## config.mk

```make
export PLATFORM = sky130hd
export DESIGN_NAME = approx_operand_pipe
export DESIGN_NICKNAME = d
export VERILOG_FILES = /design/src/rtl/approx_operand_pipe.sv
export SDC_FILE = /design/constraint.sdc
export NUM_CORES = 1
export LEC_CHECK = 0
export CORE_MARGIN = 4
export CORE_UTILIZATION = 49
export CTS_CLUSTER_DIAMETER = 120
export DETAILED_ROUTE_END_ITERATION = 16
export DONT_BUFFER_PORTS = 1
export GPL_TIMING_DRIVEN = 0
export PLACE_DENSITY = 0.65
export SLEW_MARGIN = 20
export SYNTH_ARGS = -nofsm -noshare
export SYNTH_HDL_FRONTEND = slang
export SYNTH_SLANG_ARGS = --single-unit
```

## constraint.sdc

```tcl
create_clock -name clk -period 4 [get_ports clk]
set_input_delay 0.8 -clock clk [delete_from_list [all_inputs] [get_ports clk]]
set_output_delay 0.8 -clock clk [all_outputs]
set_load 0.01 [all_outputs]
```

## src/rtl/approx_operand_pipe.sv

```systemverilog
// Two-stage per-lane operand encoder for an approximate multiplier with a saturating approximation counter.
// Build option: define APPROX_LSB_COMP_EN to force the encoded operand lsb to 1 (truncation-error compensation).
module approx_operand_pipe #(
  parameter int LANES   = 4,
  parameter int MULT_DW = 4,
  parameter int A_BW    = 8,
  parameter int CNT_W   = 16
) (
  input  logic                          clk,
  input  logic                          rst_n,
  input  logic                          in_valid,
  output logic                          in_ready,
  input  logic [LANES*A_BW-1:0]         in_a,
  output logic                          out_valid,
  input  logic                          out_ready,
  output logic [LANES*MULT_DW-1:0]      mult_a_in,
  output logic [LANES-1:0]              a_sign,
  output logic [LANES*$clog2(A_BW)-1:0] a_shamt,
  output logic [LANES-1:0]              a_zero,
  input  logic                          cnt_clr,
  output logic [CNT_W-1:0]              approx_cnt
);

  localparam int SH_W  = $clog2(A_BW);
  localparam int PC_W  = $clog2(LANES + 1);
  localparam int SUM_W = CNT_W + 1;

  logic s1_valid;
  logic s1_load;
  logic s2_load;

  logic [A_BW-1:0] uns_c  [LANES];
  logic [SH_W-1:0] lead_c [LANES];
  logic [LANES-1:0] sign_c;

  logic [A_BW-1:0] s1_uns  [LANES];
  logic [SH_W-1:0] s1_lead [LANES];
  logic [LANES-1:0] s1_sign;

  logic [LANES*MULT_DW-1:0] mult_c;
  logic [LANES*SH_W-1:0]    shamt_c;
  logic [LANES-1:0]         zero_c;
  logic [LANES-1:0]         osign_c;

  logic [PC_W-1:0]  pop;
  logic [SUM_W-1:0] cnt_sum;

  assign s2_load  = !out_valid || out_ready;
  assign s1_load  = !s1_valid || s2_load;
  assign in_ready = s1_load;

  // Magnitude and leading-one index; the most negative value maps to 2^(A_BW-1).
  always_comb begin
    for (int i = 0; i < LANES; i++) begin
      sign_c[i] = in_a[i*A_BW + A_BW - 1];
      uns_c[i]  = sign_c[i] ? (~in_a[i*A_BW +: A_BW] + A_BW'(1)) : in_a[i*A_BW +: A_BW];
      lead_c[i] = '0;
      for (int b = 1; b < A_BW; b++) begin
        if (uns_c[i][b]) lead_c[i] = SH_W'(b);
      end
    end
  end

  always_ff @(posedge clk or negedge rst_n) begin
    if (!rst_n) begin
      s1_valid <= 1'b0;
      s1_sign  <= '0;
      for (int i = 0; i < LANES; i++) begin
        s1_uns[i]  <= '0;
        s1_lead[i] <= '0;
      end
    end else if (s1_load) begin
      s1_valid <= in_valid;
      if (in_valid) begin
        s1_sign <= sign_c;
        for (int i = 0; i < LANES; i++) begin
          s1_uns[i]  <= uns_c[i];
          s1_lead[i] <= lead_c[i];
        end
      end
    end
  end

  // Shifting uns right by shamt leaves exactly {1, uns[L-1:L-MULT_DW+1]} in the low MULT_DW bits.
  always_comb begin
    mult_c  = '0;
    shamt_c = '0;
    zero_c  = '0;
    osign_c = '0;
    for (int i = 0; i < LANES; i++) begin
      logic [SH_W-1:0] sh;
      logic [A_BW-1:0] shifted;
      sh      = '0;
      shifted = s1_uns[i];
      if (s1_lead[i] > SH_W'(MULT_DW - 1)) begin
        sh      = s1_lead[i] - SH_W'(MULT_DW - 1);
        shifted = s1_uns[i] >> sh;
`ifdef APPROX_LSB_COMP_EN
        shifted[0] = 1'b1;
`else
        shifted[0] = shifted[0];
`endif
      end
      mult_c[i*MULT_DW +: MULT_DW] = shifted[MULT_DW-1:0];
      shamt_c[i*SH_W +: SH_W]      = sh;
      zero_c[i]                    = (s1_uns[i] == '0);
      osign_c[i]                   = s1_sign[i] && (s1_uns[i] != '0);
    end
  end

  always_ff @(posedge clk or negedge rst_n) begin
    if (!rst_n) begin
      out_valid <= 1'b0;
      mult_a_in <= '0;
      a_shamt   <= '0;
      a_zero    <= '0;
      a_sign    <= '0;
    end else if (s2_load) begin
      out_valid <= s1_valid;
      if (s1_valid) begin
        mult_a_in <= mult_c;
        a_shamt   <= shamt_c;
        a_zero    <= zero_c;
        a_sign    <= osign_c;
      end
    end
  end

  always_comb begin
    pop = '0;
    for (int i = 0; i < LANES; i++) begin
      if (a_shamt[i*SH_W +: SH_W] != '0) pop = pop + PC_W'(1);
    end
    cnt_sum = {1'b0, approx_cnt} + SUM_W'(pop);
  end

  always_ff @(posedge clk or negedge rst_n) begin
    if (!rst_n) begin
      approx_cnt <= '0;
    end else if (cnt_clr) begin
      approx_cnt <= '0;
    end else if (out_valid && out_ready) begin
      approx_cnt <= cnt_sum[CNT_W] ? '1 : cnt_sum[CNT_W-1:0];
    end
  end

endmodule

```

==> flow_summary.toml, run 1 <==
[run_status]
status = "complete, no violations"

[yosys]
synth_seq_area_share = 0.385
synth_edf_count = 0
synthFlopType = "dfrtp_1"
synth_warnings = 0
synth_fp_nets = 813
ys_types = 70
synthArstFlopShare = 1.00
post_synth.cell_area_avg_um2 = 8.75
syn-instance-count = 758
yosys_register_bits = 102
syn_area_mm2 = 0.00663

[critical_path]
cp_common_cell = "ha_1"
cp_slowest_cell = "nor3_1"
cpPeakStageDelay_ns = 0.49
cp_num_buf_inv = 0
rr_worst_depth = 12
endpoint_kind = "flip-flop"
cp.depth = 12
setup.worst_path.class = "reg -> reg"
cp.required_ns = 4.25
critical_path.max_fanout = 6
crit_path_cell_trace = "nor3_1, ha_1, xnor2_1, ha_1, nand2b_1, xnor2_1, ha_1, nor2b_1, o21bai_1, nor2_2, o21ai_0, a221oi_1"
critPathArrivalTime_ns = 3.79
crit_family = "simple AND/OR/NAND/NOR gates"
start_kind = "flip-flop"

[grt]
busiest_layer = "met2"
grt_pass1_vias = 5566
use_met2 = 0.371
antenna_found_initial = 0
grt_max_degree = 103
use_met3 = 0.0485
grt_overflow = 0
grt_first_pass_wirelength_um = 29000
grt_use_total = 0.226
use_met1 = 0.300

[route]
viasPerCell = 6.03
detail_route.iter0.violations = 425
ant_nets = 0
post-route-drc-count = 0
vias = 5728
routed_wl_um = 17300
wire_per_inst_um = 18.2
firstDrtPassIters = 5

[power_and_ir_drop]
power_frac_clock = 0.254
pwr-share-comb = 0.319
leakagePower_nw = 3.03
swShare = 0.364
p_int_mw = 2.25
switchingPower_mw = 1.29
vdd_ir_drop_max_uv = 248
seqPwrFrac = 0.427
power.density_mw_per_mm2 = 495

[place]
place_ws_ns = 0.455
port_buffers = 0
dpl.hpwl_um = 13100
placed_cell_area_mm2 = 0.00685
gp_congestion = 0.925

[cts]
htreeDepth = 3
postCtsSetupRepairBufs = 0
cts_made_buffers = 9
clock_path_buffers = 2
cts.sinks = 102
cts_root_buffer = "clkbuf_16"
tritoncts = "done"
ctsResizeCount = 0
worstSkewPairLatency_ns = 0.35
cts_hold_buf = 0
clkTransAtPathRegs_ns = 0.07

[final_layout]
ff_latch_area_mm2 = 0.00255
final_area_mm2 = 0.00716
drive_gt1_frac = 0.0917
fin_nets = 824
diodes = 0
multi_input_area_mm2 = 0.00378
fillCellCount = 1257
area_growth_syn_to_layout_pct = 7.98

[min_path]
hp-class = "in -> async"

[floorplanning]
core-area_mm2 = 0.0132
rows = 42
initial_utilization = 0.501
io_pins = 91
die_h_um = 124
dieArea_mm2 = 0.0155
die_w_um = 124

[timing]
setup_viol = 0
min_period_ns = 3.54
final_max_slew_viol_count = 0
hold_violations = 0
clock.fmax_ghz = 0.282
max_slew_margin = 0.512
tightest_slew_ns = 0.732
final.setup.tns_ns = 0
fin_ws_ns = 0.458
finalCritPeriodShare = 0.885
grt_setup_unrepaired = "false"
clock_skew_ns = 0.0108
whs_ns = 0.133

[run]
maxCapViolCount = 0
==> synth_stat cells, types with 6 or more instances <==
library cell,n,share of area
a21oi_1,28,0.021
mux2_2,6,0.010
xor2_1,11,0.015
nand2b_1,11,0.010
a211oi_1,12,0.014
nor3_1,11,0.0083
o31ai_1,7,0.0079
clkbuf_1,24,0.014
inv_1,31,0.018
mux4_2,12,0.041
o21bai_1,6,0.0068
ha_1,17,0.032
nor4_1,12,0.011
buf_2,10,0.0075
or3b_2,6,0.0079
dfrtp_1,102,0.38
mux2i_1,25,0.038
o21ai_0,80,0.060
a31oi_1,20,0.019
nor2_1,61,0.035
nand3_1,26,0.020
or2_2,7,0.0066
nand2_1,116,0.066
a21o_1,11,0.012
xnor2_1,8,0.011
o211ai_1,14,0.016
==> layer usage <==
| layer | vias up | part of all wire | wire length (um) |
|---|---|---|---|
| met2 | 166 | 0.48 | 8350 |
| li1 | 2793 | - | - |
| met5 | - | 0 | 0 |
| met3 | 24 | 0.053 | 920 |
| met1 | 2745 | 0.45 | 7710 |
| met4 | 0 | 0.018 | 315 |
==> worst paths after layout <==
check	from	end	slack, ns
worst max register to register	a_shamt[4]	approx_cnt[9]	0.46
min in group clk	s1_sign[3]	s1_sign[3]	0.48
max in group asynchronous	rst_n	s1_uns[1]	3.70
worst max-delay path	a_shamt[4]	approx_cnt[9]	0.46
worst min register to register	s1_sign[3]	s1_sign[3]	0.48
worst min-delay path	rst_n	approx_cnt[9]	0.13
==> flip-flops by register name, indices dropped and copies added (netlist names) <==
register / count
s1_uns: 32
approx_cnt: 16
mult_a_in: 16
a_shamt: 12
s1_lead: 12
a_sign: 4
a_zero: 4
s1_sign: 4
out_valid: 1
s1_valid: 1
==> area by class of cell <==
cell class,count,area share
multi-input combinational,585,0.528
sequential,102,0.356
clock buffer,10,0.0334
tap,176,0.0308
buffer,40,0.0259
inverter,31,0.0163
clock inverter,6,0.00979
==> stage by stage <==
step	instances	total power, mW	util
3_5_place_dp	934	2.66	0.517
4_1_cts	950	3.56	0.541
2_1_floorplan	758	2.37	-
6_report	950	3.54	0.541
5_1_grt	950	3.79	0.541
3_3_place_gp	934	2.62	0.517
==> placed cells by master (no fill, tap or decap), drive strengths merged, types with 4 or more instances in the layout <==
master  instances
nand4           4
nor3           13
nor2b           5
a31oi          20
nor2           62
nand3          26
a311oi          5
o21bai          6
mux4           12
buf            16
o21ai          81
xor2           11
ha             17
or2             8
a21o           11
mux2            6
a21boi          4
o211ai         14
a21oi          28
xnor2           8
nand2b         11
clkbuf         34
nor3b           4
or3b            7
inv            32
a211oi         12
dfrtp         102
nor4           13
and2            5
o31ai           7
mux2i          25
nand2         116
==> logic make-up (layout without fill, tap and decap cells) <==
family / after synthesis / count (layout) / share of synthesized area
compound gates: 220 / 220 / 0.211
buf+inv: 71 / 87 / 0.0455
xor+xnor: 19 / 19 / 0.0251
fa+ha+maj: 18 / 18 / 0.0351
flops: 102 / 102 / 0.385
mux: 43 / 43 / 0.0887
simple gates: 285 / 285 / 0.210
==> power by group through the flow <==
stage / Combinational (mW) / Sequential [mW] / Clock, mW
2_1_floorplan: 0.920 / 1.45 / 0
3_3_place_gp: 1.09 / 1.52 / 0
3_5_place_dp: 1.13 / 1.54 / 0
4_1_cts: 1.13 / 1.51 / 0.916
5_1_grt: 1.29 / 1.54 / 0.967
6_report: 1.13 / 1.51 / 0.900
Note: power is estimated with default switching activity, not from simulation.
==> run 2, diff against run 1 <==
--- a/config.mk
+++ b/config.mk
@@ -5,12 +5,13 @@
 export SDC_FILE = /design/constraint.sdc
 export NUM_CORES = 1
 export LEC_CHECK = 0
-export CORE_MARGIN = 4
 export CORE_UTILIZATION = 49
 export CTS_CLUSTER_DIAMETER = 120
 export DETAILED_ROUTE_END_ITERATION = 16
 export DONT_BUFFER_PORTS = 1
 export GPL_TIMING_DRIVEN = 0
+export HOLD_SLACK_MARGIN = 0.03
+export MAX_ROUTING_LAYER = met4
 export PLACE_DENSITY = 0.65
 export SLEW_MARGIN = 20
 export SYNTH_ARGS = -nofsm -noshare
==> run 2 against run 1 <==
  * Sequential power barely moved
  * Global-route usage up 3.7 points
  * Fmax grew 0.67%
  * Critical path depth did not move
  * Flip-flop and latch count stayed put
  * Sequential share of layout area shrank 0.12 points
  * Non-clock buffer count unchanged
  * Clock-buffer cell count grew 2
  * Worst hold slack improved by 0.0032 ns
  * Largest power group unchanged
==> flow_summary.toml, run 2 (same netlist as run 1, synthesis figures left out) <==
[place]
port_buffers = 0
place_ws_ns = 0.471
gp_congestion = 0.920
dp_cells = 934
dpl.hpwl_um = 12800

[run]
maxCapViolCount = 0

[floorplanning]
dieArea_mm2 = 0.0140
initial_utilization = 0.501
io_pins = 91
rows = 42
core-area_mm2 = 0.0132
die_w_um = 118
die_h_um = 118

[grt]
grt_use_total = 0.262
grt_overflow = 0
grt_max_degree = 103
grt_first_pass_wirelength_um = 28500
antenna_found_initial = 0
grt_pass1_vias = 5628

[final_layout]
ff_latch_area_mm2 = 0.00255
largest_reg_flops = 32
diodes = 0
finalNonFillerCells = 950
final_util = 0.543
area_growth_syn_to_layout_pct = 8.34
final_common_cell = "nand2_1"
multi_input_area_mm2 = 0.00378
fin_nets = 824
largest_registers = "s1_uns: 32 flops, approx_cnt: 16 flops, mult_a_in: 16 flops"
mostFrequentLayoutCells = "116 x nand2_1, 102 x dfrtp_1, 80 x o21ai_0"
fillCellCount = 1271
drive_gt1_frac = 0.0904
regMostFlops = "s1_uns"

[critical_path]
cpPeakStageDelay_ns = 0.48
cp.required_ns = 4.25
setup.worst_path.class = "reg -> reg"
start_kind = "flip-flop"
crit_path_cell_trace = "nor3_1, ha_1, xnor2_1, xnor2_1, ha_1, inv_1, fa_1, nor2b_1, o21bai_1, nor2_2, o21ai_0, a221oi_1"
cp_slowest_cell = "nor3_1"
endpoint_kind = "flip-flop"
critical_path.max_fanout = 6
critPathArrivalTime_ns = 3.77

[timing]
fin_ws_ns = 0.482
max_slew_margin = 0.492
final.setup.tns_ns = 0
clock_skew_ns = 0.0110
clock.fmax_ghz = 0.284
tightest_slew_ns = 0.763
min_period_ns = 3.52
final_max_slew_viol_count = 0
hold_violations = 0
grt_setup_unrepaired = "false"
finalCritPeriodShare = 0.879
setup_viol = 0

[run_status]
status = "complete, no violations"

[power_and_ir_drop]
vdd_ir_drop_max_uv = 231
power.density_mw_per_mm2 = 504
leakagePower_nw = 3.05

[cts]
tritoncts = "done"
clkTransAtPathRegs_ns = 0.07
cts_hold_buf = 0
clock_path_buffers = 2
htreeDepth = 3
postCtsSetupRepairBufs = 0
ctsResizeCount = 0
cts_made_buffers = 9
cts_root_buffer = "clkbuf_16"
worstSkewPairLatency_ns = 0.35
cts.sinks = 102

[route]
vias = 5880
viasPerCell = 6.19
firstDrtPassIters = 7
routed_wl_um = 17300
ant_nets = 0
detail_route.iter0.violations = 415
wire_per_inst_um = 18.2
post-route-drc-count = 0

[min_path]
hp-class = "in -> async"
==> run 2: cell types whose count changed in the layout (fill, tap and decap cells not counted), sizes merged <==
| cell | before | now |
|---|---|---|
| bufinv | 1 | 2 |
| clkbuf | 34 | 36 |
| clkinv | 2 | 0 |
| clkinvlp | 2 | 1 |
==> run 2: worst max-delay path, delay by kind of cell, from the launching register on <==
family / cells / cell delay, ns
AOI/OAI and AO/OA: 3 / 0.55
xor gates and xnor gates: 2 / 0.43
adders and majority gates: 3 / 0.95
buffers and inverters: 1 / 0.07
DFF: 1 / 0.46
and+or+nand+nor: 3 / 0.94
==> run 2: through the flow <==
step	total power, mW	hold WS [ns]	cell area (um2)
floorplan	2.37	0.446	6630
global placement	2.62	0.463	6850
detailed placement	2.67	0.470	6850
CTS	3.64	0.127	7180
finish	3.62	0.136	7180
global route	3.84	0.118	7180
==> run 2: final timing paths <==
path | slack, ns | end | cells after the start | from
setup / recovery | 0.48 | approx_cnt[9] | 12 | a_shamt[4]
max in group asynchronous | 3.71 | s1_uns[4] | 0 | rst_n
setup reg to reg | 0.48 | approx_cnt[9] | 12 | a_shamt[4]
min in group clk | 0.48 | s1_sign[2] | 2 | s1_sign[2]
hold / removal | 0.14 | approx_cnt[8] | 0 | rst_n
hold reg to reg | 0.48 | s1_sign[2] | 2 | s1_sign[2]
==> run 2: where the power goes <==
group | internal (mW) | switching (mW) | leakage, nW | total [mW]
combinational | 0.520 | 0.629 | 1.61 | 1.15
sequential | 1.23 | 0.279 | 1.27 | 1.51
clock | 0.585 | 0.382 | 0.159 | 0.967
==> run 2: metal layers <==
| layer | GRT usage | wire, um |
|---|---|---|
| met5 | - | 0 |
| met4 | 0.0809 | 372 |
| met3 | 0.0541 | 1010 |
| met2 | 0.425 | 8300 |
| met1 | 0.330 | 7570 |
==> run 2: cell type report <==
| type | count | share of cell area |
|---|---|---|
| flip-flops and latches | 102 | 0.355 |
| multi-input cells | 585 | 0.526 |
| plain buffers | 40 | 0.0258 |
| clock buffers | 12 | 0.0357 |
| inverters | 31 | 0.0162 |
| clock inverters | 4 | 0.0106 |
| well taps | 176 | 0.0307 |
